--- config.mk ---
export PLATFORM = sky130hd
export DESIGN_NAME = fetch_pc_unit
export DESIGN_NICKNAME = d
export VERILOG_FILES = /design/src/rtl/cpu_fetch_pkg.sv /design/src/rtl/fetch_timeout_ctr.sv /design/src/rtl/fetch_pc_unit.sv
export SDC_FILE = /design/constraint.sdc
export NUM_CORES = 1
export LEC_CHECK = 0
export ABC_AREA = 1
export BUFFER_PORTS_ARGS = -buffer_cell sky130_fd_sc_hd__buf_2
export CAP_MARGIN = 30
export CORE_UTILIZATION = 30
export DETAILED_ROUTE_END_ITERATION = 16
export PLACE_DENSITY = 0.58
export SETUP_SLACK_MARGIN = 0.2
export SKIP_CTS_REPAIR_TIMING = 1
export SLEW_MARGIN = 20
export SYNTH_ARGS = -nofsm -noshare
export SYNTH_HDL_FRONTEND = slang
export SYNTH_HIERARCHICAL = 1
export SYNTH_SLANG_ARGS = --single-unit
--- constraint.sdc ---
create_clock -name clk -period 2.5 [get_ports clk]
set_input_delay 0.5 -clock clk [delete_from_list [all_inputs] [get_ports clk]]
set_output_delay 0.5 -clock clk [all_outputs]
set_load 0.05 [all_outputs]
--- src/rtl/cpu_fetch_pkg.sv ---
// Shared types and constants for the fetch/PC stage.
package cpu_fetch_pkg;

  typedef enum logic [1:0] {
    BOOT  = 2'd0,
    FETCH = 2'd1,
    ISSUE = 2'd2,
    FAULT = 2'd3
  } fetch_state_t;

  localparam int PC_STEP    = 4;
  localparam int R15_OFFSET = 4;
  localparam int INSTR_W    = 32;

endpackage

--- src/rtl/fetch_timeout_ctr.sv ---
// Counts unacknowledged fetch cycles; expired marks the last allowed one.
module fetch_timeout_ctr #(
  parameter int TIMEOUT = 15
) (
  input  logic clk,
  input  logic rst,
  input  logic clr,
  input  logic en,
  output logic expired
);

  localparam int W = $clog2(TIMEOUT + 1);

  logic [W-1:0] cnt;

  // Fires on the TIMEOUT-th consecutive waiting cycle itself.
  assign expired = en && (cnt == W'(TIMEOUT - 1));

  always_ff @(posedge clk or posedge rst) begin
    if (rst) begin
      cnt <= '0;
    end else if (clr) begin
      cnt <= '0;
    end else if (en && !expired) begin
      cnt <= cnt + W'(1);
    end
  end

endmodule

--- src/rtl/fetch_pc_unit.sv ---
// PC + instruction fetch stage with imem handshake, redirects and stalls.
// Optional perf counters enabled by defining FETCH_PERF_CNT_EN.
module fetch_pc_unit
  import cpu_fetch_pkg::*;
#(
  parameter int                ADDR_W   = 32,
  parameter logic [ADDR_W-1:0] RESET_PC = '0,
  parameter int                TIMEOUT  = 15
) (
  input  logic               clk,
  input  logic               rst,
  input  logic               stall,
  input  logic               branch_valid,
  input  logic [ADDR_W-1:0]  branch_target,
  output logic               imem_req,
  output logic [ADDR_W-1:0]  imem_addr,
  input  logic               imem_ack,
  input  logic [INSTR_W-1:0] imem_rdata,
  output logic [INSTR_W-1:0] instr,
  output logic               instr_valid,
  output logic [ADDR_W-1:0]  pc,
  output logic [ADDR_W-1:0]  r15_pc,
  output logic               fault
`ifdef FETCH_PERF_CNT_EN
  ,
  output logic [31:0]        perf_fetched,
  output logic [31:0]        perf_stall
`endif
);

  fetch_state_t       state_q, state_d;
  logic [ADDR_W-1:0]  pc_q, pc_d;
  logic [INSTR_W-1:0] instr_q, instr_d;
  logic               squash_q, squash_d;
  logic               take;
  logic               expired;
  logic               in_fetch;
  logic [ADDR_W-1:0]  tgt;

  assign tgt      = {branch_target[ADDR_W-1:2], 2'b00};
  assign in_fetch = (state_q == FETCH);

  fetch_timeout_ctr #(
    .TIMEOUT(TIMEOUT)
  ) u_tmo (
    .clk    (clk),
    .rst    (rst),
    .clr    (!in_fetch || imem_ack),
    .en     (in_fetch && !imem_ack),
    .expired(expired)
  );

  always_comb begin
    state_d  = state_q;
    pc_d     = pc_q;
    instr_d  = instr_q;
    squash_d = squash_q;
    take     = 1'b0;
    unique case (state_q)
      BOOT: begin
        state_d = FETCH;
        if (branch_valid) pc_d = tgt;
      end
      FETCH: begin
        if (expired) begin
          state_d = FAULT;
        end else if (imem_ack) begin
          squash_d = 1'b0;
          if (branch_valid) begin
            pc_d = tgt;
          end else if (!squash_q) begin
            instr_d = imem_rdata;
            state_d = ISSUE;
            take    = 1'b1;
          end
        end else if (branch_valid) begin
          // Old request still owes an ack; drop it when it lands.
          pc_d     = tgt;
          squash_d = 1'b1;
        end
      end
      ISSUE: begin
        if (branch_valid) begin
          pc_d    = tgt;
          state_d = FETCH;
        end else if (!stall) begin
          pc_d    = pc_q + ADDR_W'(PC_STEP);
          state_d = FETCH;
        end
      end
      FAULT: begin
        state_d = FAULT;
      end
    endcase
  end

  always_ff @(posedge clk or posedge rst) begin
    if (rst) begin
      state_q  <= BOOT;
      pc_q     <= RESET_PC;
      instr_q  <= '0;
      squash_q <= 1'b0;
    end else begin
      state_q  <= state_d;
      pc_q     <= pc_d;
      instr_q  <= instr_d;
      squash_q <= squash_d;
    end
  end

  assign imem_req    = in_fetch;
  assign imem_addr   = pc_q;
  assign instr       = instr_q;
  assign instr_valid = (state_q == ISSUE);
  assign pc          = pc_q;
  assign r15_pc      = pc_q + ADDR_W'(R15_OFFSET);
  assign fault       = (state_q == FAULT);

`ifdef FETCH_PERF_CNT_EN
  always_ff @(posedge clk or posedge rst) begin
    if (rst) begin
      perf_fetched <= '0;
      perf_stall   <= '0;
    end else begin
      if (take && perf_fetched != '1)
        perf_fetched <= perf_fetched + 32'd1;
      if (state_q == ISSUE && stall && perf_stall != '1)
        perf_stall <= perf_stall + 32'd1;
    end
  end
`endif

endmodule

==> results of run 1 <==
-- metal layers --
metal  share of wire  vias to the layer above  GRT usage
met4          0.0080                        2    0.03887
met2            0.47                      161     0.2677
li1                -                     2026          -
met5         0.00065                        -          0
met1            0.44                     1823     0.2050
met3           0.085                        8    0.06835
-- cells in the final DEF, fill, tap and decap left out, types with 7 or more instances in the layout --
master and count:
dfrtp_2 19, nor2_1 43, o21ai_1 7, nor2_2 9
buf_8 9, nand3_1 24, buf_6 15, nor2_4 10
mux2_2 29, inv_1 46, buf_2 167, buf_4 22
nand2_1 128, a21oi_1 22, clkbuf_16 9, nand2_4 7
nand3_2 7, dfrtp_1 50, nand2_2 30, o21a_1 13
-- layout make-up --
class | instances | share of cell area
repair buffers | 214 | 0.2173
well taps | 180 | 0.03694
inverters | 52 | 0.03365
clock inverters | 6 | 0.01190
flip-flops and latches | 69 | 0.2871
clock buffers | 10 | 0.03755
multi-input cells | 376 | 0.3751
diodes | 1 | 0.0004104
-- state kept, by name, summed over array words and instances, names as in the netlist --
register	flops
u_tmo/cnt	4
state_q	2
instr	32
squash_q	1
imem_addr	30
-- kinds of logic after synthesis --
logic type                 synth area share
xor gates and xnor gates            0.02023
AOI/OAI and AO/OA                   0.07917
muxes                               0.08321
adders and majority gates          0.008669
DFF                                  0.3987
buffers and inverters                0.1329
and+or+nand+nor                      0.2762
other                             0.0008660
-- stage by stage --
step	TNS [ps]	setup slack, ps	hold slack (ps)
finish	0	129.0	48.11
global route	0	24.04	39.50
CTS	-374.9	-115.4	35.84
detailed placement	0	268.1	411.1
global placement	0	291.2	416.2
floorplan	0	134.1	266.1
-- worst paths after layout --
kind,end,slack (ps),depth (start not counted)
setup / recovery,r15_pc[24],130,8
hold / removal,u_tmo/cnt[3],50,2
setup reg to reg,imem_addr[27],490,13
hold reg to reg,instr[6],490,1
max in group asynchronous,imem_addr[18],1830,3
min in group clk,squash_q,360,2
==> parameters.txt, run 1 <==
Parameter                              Value

Status
  Status    complete, no violations

Global route
  Overflow left after global routing    0
  Combined global-route utilization of all metal layers    0.1658
  Number of antenna violations at the first check in global routing    3
  First-pass GRT wire length    18.41 mm
  Largest net degree at the start of global routing    38
  Number of global-route vias before repair    3598

STA
  Final-report hold violation count    0
  Number of setup violations in the final report    0
  Final critical-path share of the clock period    0.9484
  Top achievable clock speed    421.8 MHz
  Shortest period the worst path allows    2371 ps
  Final Skew    8.143 ps
  Number of slew-limit violations in the final report    0
  Setup repair after global routing missed its margin    true

Placed design
  Routability congestion estimate from global placement    0.8295
  Port Buf Inserts    191
  Number of cells in the design after placement    874
  HPWL reported at the end of detailed placement    9.316 mm
  Cell area after placement    5288 um2

Critical path
  Worst-path cell with the longest stage delay    dfrtp_2
  Critical setup path kind    reg2out
  Buffers & Inverters on Critical Path    1
  Startpoint of the most critical setup path    imem_addr[2]
  Worst-path fanout max    6
  Reg2reg start    state_q[1]
  Worst EP arrival    1870 ps
  Largest stage delay on the critical path    450 ps
  Series of cell instances along the critical path    ha_4 -> nand2_4 -> nor2_4 -> nand2_2 -> nor2_4 -> nand3_1 -> nand2_1 -> buf_6
  Most used cell, CP    nor2_4
  Cell type group with the largest total delay on the critical path    simple AND/OR/NAND/NOR gates
  Required time at the endpoint of the critical path    2000 ps
  Worst Setup End Kind    output pin
  Startpoint kind of the worst setup timing path    flip-flop

Finish
  Multi-input gate area in the final layout    2287 um2
  Share of post-route cells with drive strength above 1    0.4952
  Sequential standard cell area    1750 um2
  Area Growth Syn to Fin    40.80%
  Number of fill cells    1433
  Count of placed standard cells in the final layout, fillers left out    908
  Fin area    6097 um2
  Final #Nets    794
  Final cell utilization of the core    0.4359

Yosys
  Most common flop cell mapped by yosys    dfrtp_1
  Yosys warning total    6
  Number of enable flip-flop cells after synthesis    0
  Dominant cell by count in the synthesized netlist    nand2_1
  Top area cells in the synthesized netlist    dfrtp_1, nand2_1, mux2_2
  Number of distinct standard cells referenced by the synthesized netlist    34
  List of most frequent post-synthesis cells    nand2_1, dfrtp_1, nor2_1
  Register area share after synthesis    0.3987
  Async set or reset register ratio after synthesis    1.000
  Share of the synthesized area in the top cell type    0.3987
  Total of flip-flops plus latches after synthesis    69
  Mapped Area    4330 um2
  Cells after synthesis    541
  Top cell type by total area after synthesis    dfrtp_1
  Mean cell area of the mapped netlist    8.004 um2

Routing
  Detail-routed net length per standard cell    13.65 um
  Total routed wirelength    12.39 mm
  Count of vias placed by the detailed router    4020
  Number of search-and-repair iterations in the first detailed-routing pass    6
  Antenna viol nets, final    0
  Detail-routed via count per cell    4.427
  Number of design-rule violations left by the first detailed-router iteration    196
  DRC violations left    0

Flow run
  Count of maximum capacitance violations    0

Clocking
  Root buffer cell    clkbuf_16
  Reg clk slew, reported paths    60 ps
  TritonCTS clock tree    yes
  Number of H-tree levels    3
  Max clock buf depth    2
  TritonCTS Sinks    69
  CTS buffer count    9
  Insertion delay to the later sink of the worst-skew pair    340 ps

Floorplanning
  Number of placement rows    43
  Die Width    122.1 um
  Die boundary height    122.1 um
  Ports placed on the boundary    200
  Starting utilization of the core area    0.3096
  Area of the core    13990 um2
  Overall die area    14920 um2

Min path
  HP Class    in2async
Power of run 1 is not shown: default switching activity piles up to over one toggle a cycle in this logic, so the estimate is an artifact.
==> run 2: changes to the inputs <==
--- a/config.mk
+++ b/config.mk
@@ -18,3 +18,2 @@
 export SYNTH_HDL_FRONTEND = slang
-export SYNTH_HIERARCHICAL = 1
 export SYNTH_SLANG_ARGS = --single-unit
--- a/constraint.sdc
+++ b/constraint.sdc
@@ -3,2 +3,2 @@
 set_output_delay 0.5 -clock clk [all_outputs]
-set_load 0.05 [all_outputs]
+set_load 0.005 [all_outputs]
==> run 2 against run 1 <==
  * Register-to-register slack improved by 220 ps
  * Synthesized cell count is 1.3% lower
  * Critical path type unchanged
  * Largest cell class unchanged
  * Sequential share of layout area rose by 1.6 points
==> parameters.txt, run 2 <==
Parameter                              Value

Yosys
  Yosys warning total    0
  Post-synthesis simple-gate area fraction    0.2777
  Share of the synthesized area in the top cell type    0.3988
  Area share of xor/xnor cells in the synthesized design    0.01821
  Portion of netlist area occupied by mux cells    0.08324
  Total of flip-flops plus latches after synthesis    69
  Top cell type by total area after synthesis    dfrtp_1
  Number of enable flip-flop cells after synthesis    0
  List of most frequent post-synthesis cells    nand2_1, dfrtp_1, nor2_1
  Mean cell area of the mapped netlist    8.107 um2
  Adder-Cell Fraction of Synth Area    0.008671
  Register area share after synthesis    0.3988
  Async set or reset register ratio after synthesis    1.000
  Mapped Area    4329 um2
  Share of the synthesized area in compound gates (AO/OA/AOI/OAI)    0.08555
  Number of distinct standard cells referenced by the synthesized netlist    34
  Dominant cell by count in the synthesized netlist    nand2_1
  Main combinational cell family by area after synthesis    simple AND/OR/NAND/NOR gates
  Cells after synthesis    534
  Most common flop cell mapped by yosys    dfrtp_1
  Top area cells in the synthesized netlist    dfrtp_1, nand2_1, buf_4

Finish
  Commonest non-fill, non-tap cells in the layout    buf_2, nand2_1, dfrtp_1, inv_1, nor2_1
  Max FFs per register    32
  Diodes inserted    0
  Most common cell after layout, fill and taps aside    buf_2
  Final #Nets    788
  Area Growth Syn to Fin    33.79%
  Share of post-route cells with drive strength above 1    0.4619

Clocking
  CTS buffer count    9
  Reg clk slew, reported paths    70 ps
  Insertion delay to the later sink of the worst-skew pair    350 ps
  Max clock buf depth    2
  TritonCTS Sinks    69
  Number of H-tree levels    3
  TritonCTS clock tree    yes
  Root buffer cell    clkbuf_16

STA
  Top achievable clock speed    434.1 MHz
  TNS Setup    0 ps
  Shortest period the worst path allows    2303 ps
  Pin slew with the least headroom to its limit    736.4 ps
  Final Skew    10.68 ps
  Final critical-path share of the clock period    0.9214
  Setup repair after global routing missed its margin    true
  Final-report hold violation count    0
  Post-route worst setup slack    196.6 ps
  Worst slew margin relative to its limit    0.5073
  Number of setup violations in the final report    0
  Number of slew-limit violations in the final report    0

Routing
  Total routed wirelength    12.26 mm
  Count of vias placed by the detailed router    4003
  Detail-routed net length per standard cell    13.61 um
  DRC violations left    0
  Detail-routed via count per cell    4.443
  Number of design-rule violations left by the first detailed-router iteration    138
  Number of search-and-repair iterations in the first detailed-routing pass    4
  Antenna viol nets, final    0

Critical path
  Worst-path fanout max    7
  Worst EP arrival    1800 ps
  Critical setup path kind    reg2out
  Startpoint kind of the worst setup timing path    flip-flop
  Required time at the endpoint of the critical path    2000 ps
  Reg2Reg Capture Point    imem_addr[25]
  Worst Setup End Kind    output pin
  Worst-case register-to-register setup slack    710 ps
  Logic depth of the worst register-to-register path    10
  Reg2reg start    u_tmo.cnt[0]

Floorplanning
  Number of placement rows    43
  Area of the core    13990 um2
  Die Width    122.1 um
  Ports placed on the boundary    200
  Starting utilization of the core area    0.3095
  Die boundary height    122.1 um
  Overall die area    14910 um2

Flow run
  Count of maximum capacitance violations    0

Global route
  Overflow left after global routing    0
  Largest net degree at the start of global routing    33
  Number of global-route vias before repair    3833
  Combined global-route utilization of all metal layers    0.1701
  First-pass GRT wire length    19.29 mm
  Number of antenna violations at the first check in global routing    2

Placed design
  HPWL reported at the end of detailed placement    9.209 mm
  Routability congestion estimate from global placement    0.7550
  Port Buf Inserts    191
  Setup slack after placement    422.9 ps

Pwr
  Psw    2.996 mW
  Switching share of power    0.4139
  Fraction of power consumed by the clock network    0.200
  Leakage power figure    2.980 nW
  Total power divided by cell area    1250 nW/um2
  Int Power    4.243 mW
  Flop pwr share    0.317
  Part of the total power dissipated in combinational logic    0.483
  Peak supply drop    0.5898 mV

Status
  Status    complete, no violations

Min path
  HP Class    in2async
==> run 2: cell types whose count changed after synthesis, moves of 3 or more <==
cell,previous run,this run
a21oi_1,22,27
buf_1,3,0
o21ai_0,12,15
nor2_1,51,45
mux2_2,29,26
o21ai_1,4,1
inv_2,2,5
inv_1,48,41
mux2_1,3,6
a21oi_2,0,3
==> run 2: power by group through the flow <==
stage | logic (mW) | clock network (mW) | registers, mW
after detailed placement | 3.24 | 0 | 2.29
after CTS | 3.25 | 1.48 | 2.29
after floorplan | 2.12 | 0 | 2.20
after global routing | 3.98 | 1.52 | 2.40
final | 3.50 | 1.45 | 2.29
after global placement | 3.22 | 0 | 2.28
==> run 2: logic make-up (layout without fill, tap and decap cells) <==
kind of cell,after synthesis,count (layout)
adder cells (fa/ha/maj),3,3
multiplexers,32,32
AND/OR/NAND/NOR,259,259
flip-flops,69,69
XOR/XNOR,9,9
AO/OA/AOI/OAI,64,64
other,1,6
buffers and inverters,97,279
==> run 2: worst max-delay path by stage <==
stage          slack (ps)             to          from  depth (start not counted)
6_report              200     r15_pc[28]  imem_addr[2]                          9
5_1_grt                90     r15_pc[28]  imem_addr[2]                          9
4_1_cts                40     r15_pc[24]  imem_addr[3]                          9
3_5_place_dp          420     r15_pc[24]  imem_addr[3]                          9
3_3_place_gp          440     r15_pc[24]  imem_addr[3]                          9
2_1_floorplan         260  imem_addr[10]           rst                          1
==> run 2: area by class of cell <==
cell class,count,area [um2]
clock buffer,9,225.2
tap,180,225.2
multi-input combinational,373,2137
sequential,69,1757
clock inverter,7,102.6
inverter,47,176.4
fill,1460,8197
timing repair buffer,216,1169
==> run 2: per-layer routing <==
layer  wire [um]  track usage  vias up
met5          23            0        -
met2        5570       0.2687      155
met3        1025      0.05524       23
li1            -            -     2031
met1        5340       0.2097     1790
met4         302      0.07774        4
==> run 2: critical path, cell delays in order, from the launching register on <==
cell	delay, ps
dfrtp_2	420
ha_4	170
nand2_4	50
nor2_4	150
nand2_4	120
nor2_4	230
nand2_1	70
nand2_1	80
nand2_1	50
buf_2	120
==> run 2: per-stage QoR <==
| stage | instances | hold WS [ps] | util | power (mW) | cell area, um2 |
|---|---|---|---|---|---|
| 2_1_floorplan | 539 | 488.9 | - | 4.327 | 4348 |
| 5_1_grt | 901 | 251.5 | 0.4140 | 7.903 | 5792 |
| 3_5_place_dp | 868 | 475.5 | 0.3747 | 5.530 | 5241 |
| 4_1_cts | 884 | 219.4 | 0.3981 | 7.018 | 5569 |
| 6_report | 901 | 206.7 | 0.4140 | 7.239 | 5792 |
| 3_3_place_gp | 868 | 473.3 | 0.3747 | 5.499 | 5241 |
Power figures use the tool's default switching activity.
==> run 3: changes to the inputs <==
Settings changed: CELL_PAD_IN_SITES_DETAIL_PLACEMENT set to 0, CELL_PAD_IN_SITES_GLOBAL_PLACEMENT set to 1, PLACE_DENSITY 0.58 to 0.77, TNS_END_PERCENT set to 10.
==> run 3 against run 2 <==
  * Via count hardly changed
  * Routed wire length up 0.24%
  * Flip-flop and latch count did not move
  * Critical endpoint unchanged
  * Global-route usage up 0.065 points
  * First-iteration DRC count down 31%
  * Clock power is 3% lower
  * Combinational power down 6.0%
  * Critical path depth unchanged
  * Non-clock buffer count shrank 15
  * Count of clock-buffer cells in the layout unchanged
==> parameters.txt, run 3 (synthesis gave the netlist of run 2 again) <==
Parameter                              Value

STA
  Setup repair after global routing missed its margin    true
  TNS Setup    0 ps
  Post-route worst setup slack    250.1 ps
  Final Skew    10.61 ps
  Number of slew-limit violations in the final report    0
  Pin slew with the least headroom to its limit    710.0 ps
  Final critical-path share of the clock period    0.9000
  Worst slew margin relative to its limit    0.5250
  Shortest period the worst path allows    2250 ps
  Number of setup violations in the final report    0
  Final-report hold violation count    0
  Top achievable clock speed    444.5 MHz

Routing
  DRC violations left    0
  Number of design-rule violations left by the first detailed-router iteration    95
  Total routed wirelength    12.29 mm
  Antenna viol nets, final    0
  Detail-routed via count per cell    4.516
  Count of vias placed by the detailed router    4001
  Number of search-and-repair iterations in the first detailed-routing pass    4
  Detail-routed net length per standard cell    13.87 um

Clocking
  TritonCTS clock tree    yes
  Root buffer cell    clkbuf_16
  TritonCTS Sinks    69
  Number of H-tree levels    3
  CTS buffer count    9
  Reg clk slew, reported paths    70 ps
  Max clock buf depth    2
  Insertion delay to the later sink of the worst-skew pair    340 ps

Critical path
  Startpoint kind of the worst setup timing path    flip-flop
  Required time at the endpoint of the critical path    2000 ps
  Worst-path fanout max    7
  Critical setup path kind    reg2out
  Worst EP arrival    1750 ps
  Worst Setup End Kind    output pin

Pwr
  Total power divided by cell area    1244 nW/um2
  Leakage power figure    2.913 nW
  Peak supply drop    0.6116 mV

Status
  Status    complete, no violations

Finish
  Most common cell after layout, fill and taps aside    buf_2
  Diodes inserted    0
  Sequential standard cell area    1745 um2
  Commonest non-fill, non-tap cells in the layout    buf_2, nand2_1, dfrtp_1, nor2_1, inv_1
  Area Growth Syn to Fin    30.23%
  Share of post-route cells with drive strength above 1    0.4306
  Final #Nets    773
  Number of fill cells    1456
  Multi-input gate area in the final layout    2117 um2
  Max FFs per register    32

Global route
  Combined global-route utilization of all metal layers    0.1707
  Number of antenna violations at the first check in global routing    0
  Number of global-route vias before repair    3900
  First-pass GRT wire length    19.51 mm
  Overflow left after global routing    0
  Largest net degree at the start of global routing    48

Placed design
  HPWL reported at the end of detailed placement    9.156 mm
  Port Buf Inserts    191
  Routability congestion estimate from global placement    0.7938
  Setup slack after placement    460.6 ps

Floorplanning
  Overall die area    14910 um2
  Area of the core    13990 um2
  Die Width    122.1 um
  Die boundary height    122.1 um
  Number of placement rows    43
  Starting utilization of the core area    0.3095
  Ports placed on the boundary    200

Min path
  HP Class    in2async

Flow run
  Count of maximum capacitance violations    0
[run 3: changes by cell type in the layout (fill, tap and decap cells not counted), moves of 4 or more]
cell | before | now
nand2_1 | 145 | 149
dfrtp_1 | 45 | 54
dfrtp_2 | 24 | 15
nand2_2 | 15 | 11
buf_4 | 23 | 9
[run 3: path summary, 6_finish.rpt]
check | from | to | slack [ps] | cells after the start
min in group clk | imem_ack | squash_q | 370 | 2
hold / removal | rst | instr[3] | 180 | 2
setup / recovery | imem_addr[2] | r15_pc[28] | 250 | 9
hold reg to reg | instr[15] | instr[15] | 490 | 1
max in group asynchronous | rst | imem_addr[2] | 1660 | 3
setup reg to reg | u_tmo.cnt[0] | imem_addr[10] | 520 | 9
[run 3: area by class of cell]
| cell class | count | share of cell area |
|---|---|---|
| repair buffers | 201 | 0.1862 |
| clock inverters | 7 | 0.01753 |
| multi-input cells | 373 | 0.3755 |
| well taps | 180 | 0.03995 |
| clock buffers | 9 | 0.03995 |
| inverters | 47 | 0.03129 |
| flip-flops and latches | 69 | 0.3096 |
[run 3: where the power goes]
group          internal [mW]  leakage, nW  total (mW)  switching, mW
logic                   1.53         1.95        3.29           1.76
registers               1.68        0.811        2.32          0.644
clock network          0.879        0.156        1.41          0.529
total                   4.08         2.91        7.02           2.93
[run 3: routing by layer]
layer	wire (um)	vias up	track usage
met3	839	8	0.05009
li1	-	1995	-
met1	5353	1852	0.2126
met5	0	-	0
met4	103	0	0.04116
met2	5994	146	0.2885
[run 3: worst max-delay path, cell delays in order, from the launching register on]
cell     delay (ps)
dfrtp_2         410
ha_4            170
nand2_4          50
nor2_4          130
nand2_4         120
nor2_4          190
nand2_1          70
nand2_1          70
nand2_1          70
buf_2           120
[run 3: through the flow]
stage,utilization,power (mW),hold slack [ps],instances,area [um2]
floorplan,-,4.327,488.9,539,4348
global placement,0.3722,5.452,472.7,865,5206
detailed placement,0.3722,5.521,479.1,865,5206
CTS,0.3953,6.976,183.6,881,5530
global route,0.4030,7.666,217.8,886,5638
finish,0.4030,7.016,181.2,886,5638
